--- src/rtl/handshake_rr_arbiter.sv ---
`default_nettype none
// ============================================================================
// Module      : handshake_rr_arbiter
// Description : Round-robin arbiter merging N valid/ready requesters into one
//               registered output channel tagged with the source index.
//               Optional burst grants enabled by defining HS_ARB_BURST_EN.
// Revision    : 1.0 - initial release
// ============================================================================
module handshake_rr_arbiter #(
    parameter int N     = 4,
    parameter int DW    = 8,
    parameter int BURST = 4
) (
    input  logic                 clk,
    input  logic                 rst,
    input  logic [N-1:0]         valid_pre_i,
    input  logic [N*DW-1:0]      data_pre_i,
    output logic [N-1:0]         ready_pre_o,
    output logic                 valid_post_o,
    output logic [DW-1:0]        data_post_o,
    output logic [$clog2(N)-1:0] grant_id_o,
    input  logic                 ready_post_i
);

    localparam int IW = $clog2(N);

    if (N < 2 || N > 16 || BURST < 1) begin : g_param_check
        $error("handshake_rr_arbiter: N must be 2..16 and BURST >= 1");
    end

    logic [IW-1:0] ptr_q, ptr_d;
    logic          valid_q;
    logic [DW-1:0] data_q;
    logic [IW-1:0] gid_q;

    logic          free;
    logic          any_valid;
    logic          rr_found;
    logic [IW-1:0] rr_idx;
    logic [IW-1:0] scan_idx;
    logic [IW-1:0] winner;
    logic [IW-1:0] winner_inc;
    int            scan_sum;

    assign free       = !valid_q || ready_post_i;
    assign any_valid  = |valid_pre_i;
    assign winner_inc = (winner == IW'(N - 1)) ? '0 : winner + 1'b1;

    // First valid requester at or after ptr, wrapping modulo N.
    always_comb begin
        rr_found = 1'b0;
        rr_idx   = '0;
        scan_sum = 0;
        scan_idx = '0;
        for (int k = 0; k < N; k++) begin
            scan_sum = int'(ptr_q) + k;
            if (scan_sum >= N) begin
                scan_sum = scan_sum - N;
            end
            scan_idx = IW'(scan_sum);
            if (!rr_found && valid_pre_i[scan_idx]) begin
                rr_found = 1'b1;
                rr_idx   = scan_idx;
            end
        end
    end

`ifdef HS_ARB_BURST_EN
    localparam int            BW        = $clog2(BURST + 1);
    localparam logic [BW-1:0] BURST_MAX = BW'(BURST);

    logic [BW-1:0] burst_q, burst_d;
    logic          keep;

    // A zero count means no owner yet, so the first grant after reset is plain round-robin.
    assign keep    = (burst_q != '0) && (burst_q < BURST_MAX) && valid_pre_i[gid_q];
    assign winner  = keep ? gid_q : rr_idx;
    assign burst_d = keep ? burst_q + 1'b1 : BW'(1);
    assign ptr_d   = keep ? ptr_q : winner_inc;

    always_ff @(posedge clk) begin
        if (rst) begin
            burst_q <= '0;
        end else if (free && any_valid) begin
            burst_q <= burst_d;
        end
    end
`else
    assign winner = rr_idx;
    assign ptr_d  = winner_inc;
`endif

    always_comb begin
        ready_pre_o = '0;
        if (!rst && free && any_valid) begin
            ready_pre_o[winner] = 1'b1;
        end
    end

    always_ff @(posedge clk) begin
        if (rst) begin
            valid_q <= 1'b0;
            data_q  <= '0;
            gid_q   <= '0;
            ptr_q   <= '0;
        end else if (free) begin
            if (any_valid) begin
                valid_q <= 1'b1;
                data_q  <= data_pre_i[winner*DW +: DW];
                gid_q   <= winner;
                ptr_q   <= ptr_d;
            end else begin
                valid_q <= 1'b0;
            end
        end
    end

    assign valid_post_o = valid_q;
    assign data_post_o  = data_q;
    assign grant_id_o   = gid_q;

endmodule
`default_nettype wire

--- config.mk ---
export PLATFORM = sky130hd
export DESIGN_NAME = handshake_rr_arbiter
export DESIGN_NICKNAME = d
export VERILOG_FILES = /design/src/rtl/handshake_rr_arbiter.sv
export SDC_FILE = /design/constraint.sdc
export NUM_CORES = 1
export LEC_CHECK = 0
export CAP_MARGIN = 20
export CORE_MARGIN = 2
export CORE_UTILIZATION = 38
export DETAILED_ROUTE_END_ITERATION = 8
export MAX_ROUTING_LAYER = met4
export PLACE_DENSITY = 0.83
export SETUP_SLACK_MARGIN = 0.5
export SKIP_LAST_GASP = 1
export SLEW_MARGIN = 20
export SYNTH_ARGS = -nofsm -noshare
export SYNTH_HDL_FRONTEND = slang
export SYNTH_SLANG_ARGS = --single-unit
--- constraint.sdc ---
create_clock -name clk -period 3.19 [get_ports clk]
set_input_delay 0.4785 -clock clk [delete_from_list [all_inputs] [get_ports clk]]
set_output_delay 0.4785 -clock clk [all_outputs]
set_load 0.1 [all_outputs]
## Word-level counts from Yosys, hierarchy flattened

Cells that the tools add are included.
Widths: inputs -> output; s select.

| word-level totals | value |
|---|---|
| logic and storage cells | 62 |
| output and inout port bits | 15 |
| flip-flop bits (word level) | 13 |
| input bits | 39 |

| cells by class | value |
|---|---|
| shift-type cells | 1 |
| reductions and logical operators | 14 |
| add/subtract/negate cells | 8 |
| equality and inequality tests | 1 |
| muxes and demuxes | 24 |
| $lt $le $gt $ge | 10 |

Operators with widths:

| kind | number |
|---|---|
| $shiftx 32x6->8 | 1 |
| $mux 2 | 9 |
| $lt 2x3->1 const B | 5 |
| $ge 3x3->1 const B | 3 |
| $mux 1 | 9 |
| $bmux 1 s2 | 4 |
| $sub 2x1->2 const B | 4 |
| $add 2x2->3 const B | 2 |
| $logic_and 1x1->1 | 6 |
| $logic_not 1->1 | 5 |
| $mux 4 | 1 |
| $reduce_or 4->1 | 1 |
| $add 2x1->3 const B | 1 |
| $ge 2x3->1 const B | 1 |
| $add 2x1->2 const B | 1 |
| $demux 1 s2 | 1 |
| $eq 2x2->1 const B | 1 |
| $ge 2x1->1 const B | 1 |
| $reduce_and 2->1 | 1 |
| $logic_or 1x1->1 | 1 |

## Logic depth before layout (Yosys ltp)

Gate-level depths: netlist of run 1.

| depth | value |
|---|---|
| word-level depth | 19 |
| gate-level depth with buffers | 6 |
| gate-level depth less buffers | 5 |

## Least setup slack after synthesis of run 1

OpenSTA, ideal clock, no wires.

| timing path | value |
|---|---|
| path type | flip-flop to output port |
| from | register valid_q, in the netlist valid_post_o |
| to | output port ready_pre_o[1] |
| stages on the path, launching flop included | 4 |
| path slack | -0.046 ns |
| arrival time | 2.758 ns |
| required time | 2.711 ns |
| buffers on the path | 0 |
| cells stage by stage | dfxtp_1 a211o_1 or4_1 nor2_1 |

| on the way | value |
|---|---|
| cells in the longest elaborated chain, start to end | 5 |

Ends and longest elaborated chain:

| what | RTL line | source |
|---|---|---|
| start: declaration | 32 | `logic valid_q;` |
| start signal: assignment | 102 | `valid_q <= 1'b0;` |
| start signal: assignment | 108 | `valid_q <= 1'b1;` |
| start signal: assignment | 113 | `valid_q <= 1'b0;` |
| $logic_not 1->1 | 45 | `assign free = !valid_q \|\| ready_post_i;` |
| $logic_or 1x1->1 | 45 |  |
| $logic_and 1x1->1 (2 in series) | 95 | `if (!rst && free && any_valid) begin` |
| $mux 4 | 95 |  |
| end: declaration | 18 | `output logic [N-1:0] ready_pre_o,` |

Every way passes these cells.

## Worst setup path after layout of run 1

| timing path | value |
|---|---|
| from | input port rst |
| to | output port ready_pre_o[1] |

| on the way | value |
|---|---|
| cells in the longest elaborated chain, start to end | 4 |

Ends and longest elaborated chain:

| what | RTL line | source |
|---|---|---|
| start: declaration | 15 | `input logic rst,` |
| $logic_not 1->1 | 95 |  |
| $logic_and 1x1->1 (2 in series) | 95 |  |
| $mux 4 | 95 |  |

Every way passes these cells.

==> results of run 1 <==
metal layers:
metal	GRT usage [%]	vias to the layer above	wire [um]
li1	-	484	-
met1	23.3	442	1030
met2	39.4	32	1310
met3	2.05	6	129
met4	8.11	0	45
met5	-	-	0
power by group through the flow:
stage / clock [mW] / combinational (mW) / sequential [mW]
final: 0.108 / 0.456 / 0.204
after global routing: 0.116 / 0.479 / 0.206
after CTS: 0.109 / 0.448 / 0.204
after detailed placement: 0 / 0.435 / 0.206
after global placement: 0 / 0.427 / 0.205
after floorplan: 0 / 0.153 / 0.357
cells by family after synthesis:
group,count (synthesis)
AOI/OAI and AO/OA,33
xor gates and xnor gates,1
and+or+nand+nor,39
muxes,10
DFF,13
buffers and inverters,5
flip-flops by register name, indices dropped and copies added, names as in the netlist:
register and cells:
valid_post_o 1, ptr_q 2, data_post_o 8, grant_id_o 2
synthesized netlist by cell type (all sizes together) (2+ instances only):
master / instances / area share, %
o211ai: 8 / 7.1
a211oi: 2 / 1.8
nor2: 10 / 4.4
clkbuf: 2 / 1.0
mux2i: 10 / 12
o21ai: 8 / 4.7
nand2: 11 / 4.9
dfxtp: 13 / 31
a21oi: 2 / 1.6
a211o: 2 / 2.1
a21boi: 8 / 7.1
nor2b: 4 / 3.0
nor4: 2 / 3.0
buf: 2 / 1.9
and3: 8 / 5.9
area by class of cell:
type                    instances  share of cell area, %
multi-input cells              83                   40.7
flip-flops and latches         13                   16.7
inverters                       1                  0.242
repair buffers                 56                   38.4
clock buffers                   4                   1.69
well taps                      28                   2.25
worst max path at each step:
stage,end,slack (ns),from,depth (start not counted)
after floorplan,ready_pre_o[1],0.38,valid_post_o,3
after global placement,ready_pre_o[1],0.46,valid_pre_i[1],6
after CTS,ready_pre_o[3],0.49,valid_pre_i[2],6
after global routing,ready_pre_o[1],0.50,rst,5
final,ready_pre_o[1],0.56,rst,5
after detailed placement,ready_pre_o[1],0.40,valid_pre_i[1],6
what timing repair did:
| action | in CTS | in global routing |
|---|---|---|
| setup buffers | 0 | 2 |
| setup endpoints to repair | 4 | 4 |
| resized for setup | 10 | 7 |
| pin swaps | 1 | 4 |
cells in the final DEF, fill, tap and decap left out, types with 6 or more instances in the layout:
cell type / synthesis / final
clkdlybuf4s50_1: 0 / 44
dfxtp_1: 13 / 13
nand2_1: 11 / 11
mux2i_1: 10 / 10
and3_1: 8 / 8
a21boi_0: 8 / 8
o211ai_1: 8 / 8
o21ai_0: 7 / 7
nor2_1: 10 / 6
worst min-delay path, stage by stage, from the launching register on:
cell      delay [ns]
dfxtp_1         0.33
nand2_1         0.05
o211ai_1        0.08
stage by stage:
step	hold WS, ns	std cells	util [%]	setup slack [ns]	instance area (sq um)
floorplan	0.486	101	-	0.379	865
global placement	0.465	179	67.5	0.461	1450
detailed placement	0.470	179	67.5	0.400	1450
CTS	0.489	183	70.5	0.486	1510
global route	0.502	185	72.3	0.499	1550
finish	0.486	185	72.3	0.560	1550
==> flow_summary.json, run 1 <==
{
  "outcome": "finished clean",
  "area_growth_pct": 84.0,
  "seqPwrFrac_pct": 26.5,
  "wl_per_cell_um": 13.6,
  "grt_overflow": 0,
  "synth_seq_area_share_pct": 30.8,
  "cp_slowest_cell": "clkdlybuf4s50_1",
  "synth_cell_types": 28,
  "syn-num-nets": 140,
  "firstDrtPassIters": 6,
  "seq_area_sq_um": 260,
  "cts-hold-fix-buffers": 0,
  "yosys.area_share.simple_pct": 25.0,
  "grt_pass1_wl_um": 4010,
  "htreeDepth": 1,
  "cp.required_ns": 2.71,
  "clk_pin_slew_ns": 0.08,
  "drive_gt1_share_pct": 17.8,
  "dp_hpwl_um": 1980,
  "synth_compound_area_share_pct": 27.9,
  "num-nets-final": 197,
  "async_flop_share_pct": 0,
  "worst_hold_startpoint": "data_post_o[7]",
  "vias": 964,
  "critical_path_class": "input port to output port",
  "cp-start-kind": "input port",
  "synth_edf_count": 0,
  "core_sq_um": 2150,
  "hold_depth": 2,
  "maxCapViolations": 0,
  "critPathTopFamily": "buffers and inverters",
  "reg2reg_to": "data_post_o[6]",
  "combPwrFrac_pct": 59.4,
  "dieHeight_um": 51.1,
  "min_path_type": "flop to flop",
  "synthFlopType": "dfxtp_1",
  "synthMuxAreaShare_pct": 11.9,
  "internal_power_mw": 0.401,
  "cts_tree": "yes",
  "cts_buffers": 3,
  "first_global_vias": 900,
  "crit_path_end_kind": "output port",
  "synth-seq-cells": 13,
  "fillers": 164,
  "finalHoldViolations": 0,
  "p_clk_share_pct": 14.0,
  "cts_root_buffer": "clkbuf_4",
  "fmax_mhz": 380,
  "rr_worst_depth": 5,
  "ant_nets": 0,
  "cpPeakStageDelay_ns": 0.53,
  "min_period_ns": 2.63,
  "multi_input_area_sq_um": 632,
  "drt-initial-drc-count": 16,
  "powerDensity_nw_per_um2": 494,
  "n_antenna_cell": 0,
  "routed_wl_um": 2520,
  "pin_count": 54,
  "leakagePower_nw": 0.626,
  "die_area_sq_um": 2620,
  "cts_sinks": 13,
  "clock_path_buffers": 2,
  "min_to": "data_post_o[7]",
  "postSynthCellCount": 101,
  "antenna_found_initial": 0,
  "vias_per_cell": 5.21,
  "drc": 0,
  "yosys_warnings": 0,
  "grt_max_degree": 19,
  "synth_area_sq_um": 845,
  "maxSlewViolCount": 0,
  "fin_skew_ns": 0.00219,
  "swShare_pct": 47.8,
  "portBuffers": 53,
  "max_slew_margin_pct": 34.3,
  "arrival_ns": 2.15,
  "grt_use_total_pct": 21.3,
  "min_period_over_period_pct": 82.5,
  "critPathBufInv": 2,
  "path_cells": "clkdlybuf4s50_1, a211o_1, or4_4, nor2_4, buf_12",
  "die_x_um": 51.1,
  "setup_viol": 0,
  "r2r_setup_slack_ns": 1.48,
  "synth_xor_area_share_pct": 1.04,
  "r2r_start": "ptr_q[0]",
  "synth_top_family_by_area": "compound AO/OA/AOI/OAI gates",
  "ir_drop_mv": 0.257,
  "rsz0062_at_grt": "false",
  "synth_fa_ha_area_share_pct": 0,
  "avgSynthCellArea_sq_um": 8.36,
  "worst_pin_slew_ns": 0.983,
  "report.power.total_mw": 0.767,
  "initial_utilization_pct": 39.3,
  "num_rows": 17,
  "p_sw_mw": 0.367,
  "gp_congestion": 0.830,
  "crit_path_max_fanout": 7,
  "fin_setup_tns_ns": 0,
  "clk_latency_ns": 0.28
}
(Power assumes the default switching activity.)
==> inputs of run 2 (changes only) <==
Settings changed: CORE_UTILIZATION 38 to 36, PLACE_DENSITY 0.83 to 0.8.
Clock period 3.19 ns to 2.45 ns, I/O delays scaled along.
==> run 2 against run 1 <==
Compared with the run above:
- global-route usage up 2.1 points
- non-clock buffer count grew 14
- sequential share of layout area shrank 0.093 points
- combinational power grew 33%
- wire length up 14%
- clock skew increased by 0.0094 ns
- clock power up 31%
- highest routed layer unchanged
- critical path type is now flop to output port
- count of clock-buffer cells in the layout stayed put
- critical path depth unchanged
==> flow_summary.json, run 2 (synthesized netlist as in run 1, its figures left out) <==
{
  "htreeDepth": 1,
  "outcome": "finished clean",
  "vias_per_cell": 5.21,
  "min_period_over_period_pct": 88.6,
  "dp_hpwl_um": 2310,
  "drt-initial-drc-count": 3,
  "area_growth_pct": 90.4,
  "core_sq_um": 2210,
  "fin_skew_ns": 0.0116,
  "cp.required_ns": 2.08,
  "setup_viol": 0,
  "max_slew_margin_pct": 77.2,
  "min_period_ns": 2.17,
  "min_path_type": "input port to flop",
  "fillers": 183,
  "internal_power_mw": 0.532,
  "crit_path_max_fanout": 3,
  "die_area_sq_um": 2750,
  "portBuffers": 53,
  "dp_slack_ns": -0.0706,
  "num_rows": 17,
  "powerDensity_nw_per_um2": 633,
  "fin_setup_tns_ns": 0,
  "first_global_vias": 1000,
  "antenna_found_initial": 0,
  "busiest_layer": "met2",
  "gp_congestion": 0.765,
  "cts_sinks": 13,
  "crit_path_end_kind": "output port",
  "critical_path_class": "flop to output port",
  "drc": 0,
  "seqPwrFrac_pct": 26.4,
  "fin_area_sq_um": 1610,
  "clock_path_buffers": 2,
  "cp-start-kind": "flop",
  "arrival_ns": 1.80,
  "grt_pass1_wl_um": 4370,
  "seq_area_sq_um": 268,
  "grt_use_total_pct": 23.3,
  "maxCapViolations": 0,
  "largest_reg_flops": 8,
  "cts-hold-fix-buffers": 0,
  "wl_per_cell_um": 14.4,
  "dpl_cell_area_sq_um": 1540,
  "maxSlewViolCount": 0,
  "vias": 1037,
  "dieHeight_um": 52.4,
  "die_x_um": 52.4,
  "hold_slack_ns": 0.478,
  "num-nets-final": 211,
  "grt_max_degree": 17,
  "use_met1_pct": 24.4,
  "routed_wl_um": 2870,
  "p_sw_mw": 0.485,
  "clk_latency_ns": 0.29,
  "firstDrtPassIters": 2,
  "clk_pin_slew_ns": 0.09,
  "ant_nets": 0,
  "multi_input_area_sq_um": 616,
  "cts_buffers": 3,
  "final_common_cell": "clkdlybuf4s50_1",
  "fmax_mhz": 461,
  "grt_util_met2_pct": 41.0,
  "grt_util_met3_pct": 6.86,
  "pin_count": 54,
  "ir_drop_mv": 0.467,
  "swShare_pct": 47.7,
  "cts_tree": "yes",
  "n_antenna_cell": 0,
  "combPwrFrac_pct": 59.8,
  "rsz0062_at_grt": "true",
  "grt_overflow": 0,
  "leakagePower_nw": 0.688,
  "worst_pin_slew_ns": 0.342,
  "layout_common_cells": "clkdlybuf4s50_1 (32), buf_4 (28), nand2_1 (11), dfxtp_1 (11), mux2i_1 (10)",
  "drive_gt1_share_pct": 33.3,
  "cts_root_buffer": "clkbuf_4",
  "initial_utilization_pct": 38.2,
  "p_clk_share_pct": 13.8,
  "final.setup.worst_slack_ns": 0.279,
  "finalHoldViolations": 0
}
## run 2: cell type report
type | instances | area share, %
Timing Repair Buffer | 70 | 41.0
Multi-Input combinational cell | 83 | 38.3
Sequential cell | 13 | 16.7
Tap cell | 28 | 2.18
Clock buffer | 4 | 1.63
Inverter | 1 | 0.233
## run 2: final timing paths
| kind | slack, ns | depth (start not counted) | start | endpoint |
|---|---|---|---|---|
| setup / recovery | 0.28 | 5 | ptr_q[0] | ready_pre_o[3] |
| hold / removal | 0.48 | 4 | ready_post_i | valid_post_o |
| setup reg to reg | 0.82 | 8 | ptr_q[0] | data_post_o[6] |
| hold reg to reg | 0.50 | 2 | data_post_o[2] | data_post_o[2] |
## run 2: power by group through the flow
stage               Combinational, mW  Clock, mW  Sequential, mW
floorplan                       0.209          0           0.464
global placement                0.588          0           0.269
detailed placement              0.597          0           0.270
CTS                             0.609      0.140           0.268
global route                    0.637      0.158           0.272
finish                          0.608      0.141           0.269
## run 2: critical path: stages, from the launching register on
cell and delay, ns:
dfxtp_4 0.39, nor2b_4 0.05, o21ba_4 0.19, or4_4 0.55, nor2_4 0.15, buf_12 0.18
## run 2: metal layers
metal	wire length [um]	share of wire (%)	vias up
met5	0	0	-
met1	1130	39	500
li1	-	-	509
met3	111	3.9	4
met2	1580	55	24
met4	42	1.5	0
## run 2: what timing repair did
| action | CTS | global route |
|---|---|---|
| endpoints found under the setup margin | 12 | 4 |
| buffers inserted | 3 | 0 |
| gates resized for setup | 22 | 2 |
| cloned | 0 | 0 |
| pin swaps | 7 | 4 |
## run 2: metrics by stage
| stage | util (%) | power, mW | instances |
|---|---|---|---|
| 2_1_floorplan | - | 0.674 | 101 |
| 3_3_place_gp | 69.7 | 0.857 | 192 |
| 3_5_place_dp | 69.7 | 0.867 | 192 |
| 4_1_cts | 72.7 | 1.02 | 199 |
| 5_1_grt | 72.7 | 1.07 | 199 |
| 6_report | 72.7 | 1.02 | 199 |
==> inputs of run 3 (changes only) <==
Settings changed: ABC_CLOCK_PERIOD_IN_PS set to 2450, GPL_ROUTABILITY_DRIVEN set to 0.
==> results of run 3 <==
Same layout as run 2: the final DEF is identical, and so are final timing and power.
